--- config.mk ---
export PLATFORM = sky130hd
export DESIGN_NAME = rgb_packer
export DESIGN_NICKNAME = d
export VERILOG_FILES = /design/src/rtl/rgb_packer_pkg.sv /design/src/rtl/rgb_fifo.sv /design/src/rtl/rgb_packer.sv
export SDC_FILE = /design/constraint.sdc
export NUM_CORES = 1
export LEC_CHECK = 0
export ABC_AREA = 0
export CAP_MARGIN = 20
export CORE_MARGIN = 2
export CORE_UTILIZATION = 24
export DETAILED_ROUTE_END_ITERATION = 8
export PLACE_DENSITY_LB_ADDON = 0.3
export SLEW_MARGIN = 30
export SYNTH_ARGS = -nofsm -noshare
export SYNTH_HDL_FRONTEND = slang
export SYNTH_SLANG_ARGS = --single-unit
--- constraint.sdc ---
create_clock -name clk -period 4.1 [get_ports clk]
set_input_delay 1.025 -clock clk [delete_from_list [all_inputs] [get_ports clk]]
set_output_delay 1.025 -clock clk [all_outputs]
set_load 0.03 [all_outputs]
--- src/rtl/rgb_packer_pkg.sv ---
// Constants shared with the ISP stages: sample width, colour tag width and tag codes,
// plus the packer's assembler state encoding.
package rgb_packer_pkg;

  localparam int COLOR_DEPTH   = 8;
  localparam int COLOR_BIT_CNT = 2;

  localparam logic [COLOR_BIT_CNT-1:0] RED   = 2'd0;
  localparam logic [COLOR_BIT_CNT-1:0] GREEN = 2'd1;
  localparam logic [COLOR_BIT_CNT-1:0] BLUE  = 2'd2;
  localparam logic [COLOR_BIT_CNT-1:0] VOID  = 2'd3;

  localparam logic [1:0] EXP_R = 2'd0;
  localparam logic [1:0] EXP_G = 2'd1;
  localparam logic [1:0] EXP_B = 2'd2;

endpackage

--- src/rtl/rgb_fifo.sv ---
// Small synchronous FIFO whose head entry is held in a register, so the output is stable
// until popped and keeps its last value while the FIFO is empty.
module rgb_fifo #(
  parameter int WIDTH = 26,
  parameter int DEPTH = 4
) (
  input  logic             clk,
  input  logic             rst,
  input  logic             push,
  input  logic [WIDTH-1:0] push_data,
  input  logic             pop,
  output logic [WIDTH-1:0] head_data,
  output logic             full,
  output logic             empty,
  output logic             dropped
);

  localparam int AW = (DEPTH > 1) ? $clog2(DEPTH) : 1;

  logic [WIDTH-1:0] mem [DEPTH];
  logic [AW-1:0]    wr_ptr_q, wr_ptr_d;
  logic [AW-1:0]    rd_ptr_q, rd_ptr_d;
  logic [AW:0]      count_q, count_d;
  logic [AW:0]      remain;
  logic [WIDTH-1:0] head_q, head_d;
  logic             pop_ok, push_ok;

  assign full    = (count_q == (AW+1)'(DEPTH));
  assign empty   = (count_q == '0);
  assign pop_ok  = pop && !empty;
  // A pop in the same cycle frees a slot, so a push into a full FIFO still lands.
  assign push_ok = push && (!full || pop_ok);
  assign dropped = push && !push_ok;

  always_comb begin
    wr_ptr_d = wr_ptr_q + AW'(push_ok);
    rd_ptr_d = rd_ptr_q + AW'(pop_ok);
    count_d  = count_q + (AW+1)'(push_ok) - (AW+1)'(pop_ok);
    remain   = count_q - (AW+1)'(pop_ok);
    head_d   = head_q;
    if (remain != '0) begin
      head_d = mem[rd_ptr_d];
    end else if (push_ok) begin
      head_d = push_data;
    end
  end

  always_ff @(posedge clk) begin
    if (push_ok) begin
      mem[wr_ptr_q] <= push_data;
    end
  end

  always_ff @(posedge clk or posedge rst) begin
    if (rst) begin
      wr_ptr_q <= '0;
      rd_ptr_q <= '0;
      count_q  <= '0;
      head_q   <= '0;
    end else begin
      wr_ptr_q <= wr_ptr_d;
      rd_ptr_q <= rd_ptr_d;
      count_q  <= count_d;
      head_q   <= head_d;
    end
  end

  assign head_data = head_q;

endmodule

--- src/rtl/rgb_packer.sv ---
// Packs the serialized R/G/B sample stream into {R,G,B} words, buffers them and hands
// them out over valid/ready with line/frame markers, a per-frame word count and error flags.
module rgb_packer
  import rgb_packer_pkg::*;
#(
  parameter int COLOR_DEPTH = rgb_packer_pkg::COLOR_DEPTH,
  parameter int FIFO_DEPTH  = 4,
  parameter int CNT_WIDTH   = 16
) (
  input  logic                     clk,
  input  logic                     rst,
  input  logic [COLOR_DEPTH-1:0]   pixel_in,
  input  logic                     valid_in,
  input  logic [COLOR_BIT_CNT-1:0] color_in,
  input  logic                     last_col_in,
  input  logic                     last_pic_in,
  output logic [3*COLOR_DEPTH-1:0] out_data,
  output logic                     out_valid,
  input  logic                     out_ready,
  output logic                     out_last_col,
  output logic                     out_last_pic,
  output logic [CNT_WIDTH-1:0]     word_cnt,
  output logic                     frame_done,
  output logic                     seq_err,
  output logic                     overflow
);

  localparam int WW = 3*COLOR_DEPTH + 2;

  logic [1:0]             state_q, state_d;
  logic [COLOR_DEPTH-1:0] r_q, r_d;
  logic [COLOR_DEPTH-1:0] g_q, g_d;
  logic                   seq_err_q, seq_err_d;
  logic                   frame_done_q, frame_done_d;
  logic                   overflow_q, overflow_d;
  logic [CNT_WIDTH-1:0]   word_cnt_q, word_cnt_d;

  logic          push, pop;
  logic [WW-1:0] push_word, head_word;
  logic          fifo_full, fifo_empty, fifo_dropped;

  always_comb begin
    state_d   = state_q;
    r_d       = r_q;
    g_d       = g_q;
    seq_err_d = 1'b0;
    push      = 1'b0;
    if (valid_in && (color_in != VOID)) begin
      case (state_q)
        EXP_R: begin
          if (color_in == RED) begin
            r_d     = pixel_in;
            state_d = EXP_G;
          end else begin
            seq_err_d = 1'b1;
          end
        end
        EXP_G: begin
          if (color_in == GREEN) begin
            g_d     = pixel_in;
            state_d = EXP_B;
          end else if (color_in == RED) begin
            seq_err_d = 1'b1;
            r_d       = pixel_in;
          end else begin
            seq_err_d = 1'b1;
            state_d   = EXP_R;
          end
        end
        EXP_B: begin
          if (color_in == BLUE) begin
            push    = 1'b1;
            state_d = EXP_R;
          end else if (color_in == RED) begin
            seq_err_d = 1'b1;
            r_d       = pixel_in;
            state_d   = EXP_G;
          end else begin
            seq_err_d = 1'b1;
            state_d   = EXP_R;
          end
        end
        default: state_d = EXP_R;
      endcase
    end
  end

  assign push_word = {last_pic_in, last_col_in, r_q, g_q, pixel_in};

  rgb_fifo #(
    .WIDTH (WW),
    .DEPTH (FIFO_DEPTH)
  ) u_fifo (
    .clk       (clk),
    .rst       (rst),
    .push      (push),
    .push_data (push_word),
    .pop       (pop),
    .head_data (head_word),
    .full      (fifo_full),
    .empty     (fifo_empty),
    .dropped   (fifo_dropped)
  );

  assign out_valid    = !fifo_empty;
  assign pop          = out_valid && out_ready;
  assign out_last_pic = head_word[WW-1];
  assign out_last_col = head_word[WW-2];
  assign out_data     = head_word[3*COLOR_DEPTH-1:0];

  // The frame-ending pop restarts the count rather than incrementing it.
  always_comb begin
    frame_done_d = pop && out_last_pic;
    overflow_d   = overflow_q || fifo_dropped;
    word_cnt_d   = word_cnt_q;
    if (pop) begin
      word_cnt_d = out_last_pic ? '0 : word_cnt_q + CNT_WIDTH'(1);
    end
  end

  always_ff @(posedge clk or posedge rst) begin
    if (rst) begin
      state_q      <= EXP_R;
      r_q          <= '0;
      g_q          <= '0;
      seq_err_q    <= 1'b0;
      frame_done_q <= 1'b0;
      overflow_q   <= 1'b0;
      word_cnt_q   <= '0;
    end else begin
      state_q      <= state_d;
      r_q          <= r_d;
      g_q          <= g_d;
      seq_err_q    <= seq_err_d;
      frame_done_q <= frame_done_d;
      overflow_q   <= overflow_d;
      word_cnt_q   <= word_cnt_d;
    end
  end

  assign seq_err    = seq_err_q;
  assign frame_done = frame_done_q;
  assign overflow   = overflow_q;
  assign word_cnt   = word_cnt_q;

endmodule

==> results.txt <==
----------------------------------------------------
[Status]
  Run status ... finished, final reports clean

[Finish]
  Storage cell area ... 4870 um2
  Count of filler cells inserted in the layout ... 2832
  Area occupied by multi-input gates ... 1960 um2
  Number of antenna cells inserted ... 0
  Proportion of layout cells with a drive suffix above 1 ... 17.4%
  Post-synthesis to final-layout area growth ... 25.1%
  Number of non-filler instances in the completed layout ... 940
  Final net count ... 567

[Synthesis]
  Area contributors post-synth ... sky130_fd_sc_hd__edfxtp_1 45%, sky130_fd_sc_hd__dfrtp_1 25%, sky130_fd_sc_hd__mux4_2 8.4%
  Register bit total from synthesis ... 174
  Cell area after synthesis ... 6950 um2
  Yosys warning count ... 0
  Top flip-flop cell by instance count after synthesis ... sky130_fd_sc_hd__edfxtp_1
  Post-synthesis sequential area ratio ... 70.1%
  Cell type contributing the most total cell area after synthesis ... sky130_fd_sc_hd__edfxtp_1
  Area share of the largest cell type after synthesis ... 44.9%
  Fraction of registers with async set/reset ... 40.2%
  Post-Synthesis Net Count ... 491
  Avg Cell Area, Syn ... 14.9 um2
  Count of unique library cells instantiated by Yosys ... 36
  Synth Instances ... 467
  Number of synthesized flops with an enable pin ... 104

[Worst hold path]
  WHS Endpoint ... overflow
  Cells on Worst Hold Path ... 1
  Start point of the worst hold path ... overflow
  Worst min-delay path class ... reg2reg

[Detailed routing]
  Detailed-routing iteration count for the pre-antenna-repair pass ... 5
  Via total after detailed routing ... 4118
  DRT iter0 DRCs ... 311
  Total length of routed wires ... 16100 um
  Residual DRC ... 0
  Final ANT Viol Nets ... 0
  Mean number of vias per cell ... 4.38
  Routed wirelength normalized by instance count ... 17.1 um

[Timing]
  Worst hold margin ... 0.457 ns
  RSZ-0062 raised after global routing ... false
  Final-report setup violation count ... 0
  Setup TNS ... 0 ns
  Final critical-path required period ... 3.09 ns
  FMAX ... 323 MHz
  Final slew viol count ... 0
  Worst-margin pin slew ... 0.567 ns
  Layout Skew ... 0.00694 ns
  Final-report hold violation count ... 0
  Share of the clock period used by the worst path after layout ... 75.5%
  Max-slew headroom ... 62.0%

[CTS]
  Hold-fix buffers at CTS ... 0
  Master cell of the clock root buffer ... sky130_fd_sc_hd__clkbuf_16
  Resize count post-CTS ... 0
  TritonCTS sink count ... 174
  Depth of the CTS H-tree ... 4
  Total CTS buffers ... 17
  Clock transition at the registers of the reported paths ... 0.06 ns
  Insertion delay of the later-clocked pin in the worst-skew pair ... 0.43 ns
  Number of buffers inserted to repair setup after CTS ... 0
  CTS tree ... built
  Buffer levels on the longest clock path ... 2

[Die]
  Num rows ... 62
  Die Span Y ... 174 um
  Top-level port count ... 62
  Std-Cell Core Area ... 28600 um2
  Die Wd ... 174 um
  Starting density of the core ... 24.3%
  Area of the die ... 30300 um2

[Global routing]
  Largest net degree at the start of global routing ... 33
  Vias in the first global route ... 4229
  Wire length of the first global-routing pass ... 25300 um
  Number of antenna violations at the first check in global routing ... 0
  Overflow left after global routing ... 0
  Total track usage ... 11.0%

[Worst setup path]
  Critical Path Fanout Max ... 29
  Start-to-end type of the worst setup path ... in2reg
  Capture instance of the worst register-to-register path ... u_fifo.head_data[16]
  RR Startpoint ... u_fifo.count_q[2]
  Data arrival, critical path ... 3.20 ns
  Setup crit end kind ... flip-flop
  Data required time of the critical path ... 4.21 ns
  Reg-to-reg setup timing slack ... 1.56 ns
  Worst setup path startpoint ... color_in[1]
  Critical path launch point type ... primary input
  Reg2Reg Depth ... 9

[Placement]
  Global placement routability congestion ... 0.734
  Port Buffers ... 61
  DPL Wire Length ... 10200 um
  Cell Count Post-Placement ... 908

[Power and ir drop]
  VDD IR max ... 0.340 mV
  Total power draw ... 6.12 mW
  Leakage power total ... 3.15 nW
  Power per cell area ... 704 nW/um2

[Run]
  Max-cap violation count ... 0

----------------------------------------------------
-- report_power, final --
| part | internal (mW) | switching, mW | total, mW | leakage [nW] |
|---|---|---|---|---|
| Sequential | 2.19 | 0.287 | 2.48 | 1.80 |
| Combinational | 0.979 | 1.17 | 2.15 | 1.09 |
| Clock | 0.843 | 0.652 | 1.49 | 0.256 |
-- cells by family after synthesis --
group | share of synthesized area, %
AOI/OAI and AO/OA | 4.70
xor gates and xnor gates | 1.26
and+or+nand+nor | 9.09
buffers and inverters | 2.29
DFF | 70.1
adders and majority gates | 1.55
muxes | 11.0
-- worst max-delay path by stage --
| stage | to | slack, ns | depth (start not counted) |
|---|---|---|---|
| floorplan | u_fifo.mem[2][0] | 0.60 | 6 |
| global placement | u_fifo.mem[2][0] | 0.61 | 8 |
| detailed placement | u_fifo.mem[2][1] | 0.58 | 8 |
| CTS | u_fifo.mem[2][8] | 1.02 | 8 |
| global route | u_fifo.mem[2][9] | 0.88 | 8 |
| finish | u_fifo.mem[2][8] | 1.01 | 8 |
-- cells in the mapped netlist, types with 4 or more instances --
cell                         n
sky130_fd_sc_hd__edfxtp_1  104
sky130_fd_sc_hd__nand2_1    71
sky130_fd_sc_hd__dfrtp_1    70
sky130_fd_sc_hd__nor2_1     37
sky130_fd_sc_hd__a31oi_1    27
sky130_fd_sc_hd__mux4_2     26
sky130_fd_sc_hd__mux2_2     16
sky130_fd_sc_hd__inv_1      15
sky130_fd_sc_hd__buf_2      10
sky130_fd_sc_hd__clkbuf_1   10
sky130_fd_sc_hd__a21oi_1     9
sky130_fd_sc_hd__nor3_1      8
sky130_fd_sc_hd__ha_1        7
sky130_fd_sc_hd__nand4_1     7
sky130_fd_sc_hd__o21ai_0     7
sky130_fd_sc_hd__xnor2_1     5
sky130_fd_sc_hd__xor2_1      5
sky130_fd_sc_hd__or3_1       4
-- layer usage --
metal  GRT usage [%]  up-vias  routed length [um]
li1                -     1881                   -
met1            15.4     2132                7770
met2            16.9       89                7380
met3            2.95       16                 732
met4            2.94        0                 169
met5               0        -                   0
-- worst max-delay path, cell delays in order --
cell and delay [ns]:
sky130_fd_sc_hd__clkdlybuf4s50_1 0.58, sky130_fd_sc_hd__nand4b_1 0.15, sky130_fd_sc_hd__or3_1 0.46, sky130_fd_sc_hd__inv_1 0.10, sky130_fd_sc_hd__buf_4 0.38, sky130_fd_sc_hd__nand2_1 0.12, sky130_fd_sc_hd__nor2_2 0.11, sky130_fd_sc_hd__buf_4 0.27
-- area by class of cell --
| class | instances | area share (%) |
|---|---|---|
| Clock inverter | 12 | 1.09 |
| Tap cell | 384 | 5.53 |
| Multi-Input combinational cell | 256 | 22.5 |
| Sequential cell | 174 | 56.1 |
| Timing Repair Buffer | 79 | 9.01 |
| Inverter | 15 | 0.662 |
| Clock buffer | 20 | 5.14 |
-- state kept, by name (all words and copies together), names as in the netlist --
| signal | count |
|---|---|
| frame_done | 1 |
| r_q | 8 |
| u_fifo.wr_ptr_q | 2 |
| u_fifo.mem | 104 |
| g_q | 8 |
| word_cnt | 16 |
| u_fifo.head_data | 26 |
| u_fifo.rd_ptr_q | 2 |
| u_fifo.count_q | 3 |
| seq_err | 1 |
| state_q | 2 |
| overflow | 1 |
-- metrics by stage --
stage	area [um2]	setup WS [ns]	utilization, %
global route	8700	0.876	30.4
global placement	8150	0.615	28.5
finish	8700	1.01	30.4
detailed placement	8150	0.580	28.5
CTS	8700	1.02	30.4
floorplan	6960	0.602	-
-- cell usage in the layout, fill, tap and decap left out, types with 7 or more instances in the layout --
master and n:
sky130_fd_sc_hd__o21ai_0 7, sky130_fd_sc_hd__inv_1 14, sky130_fd_sc_hd__buf_4 15, sky130_fd_sc_hd__dfrtp_1 70
sky130_fd_sc_hd__a21oi_1 9, sky130_fd_sc_hd__ha_1 7, sky130_fd_sc_hd__nor2_1 36, sky130_fd_sc_hd__clkbuf_16 17
sky130_fd_sc_hd__mux4_2 26, sky130_fd_sc_hd__nand2_1 71, sky130_fd_sc_hd__mux2_2 16, sky130_fd_sc_hd__nor3_1 7
sky130_fd_sc_hd__edfxtp_1 104, sky130_fd_sc_hd__nand4_1 7, sky130_fd_sc_hd__a31oi_1 27, sky130_fd_sc_hd__clkdlybuf4s50_1 61
Note: power is estimated with default switching activity, not from simulation.
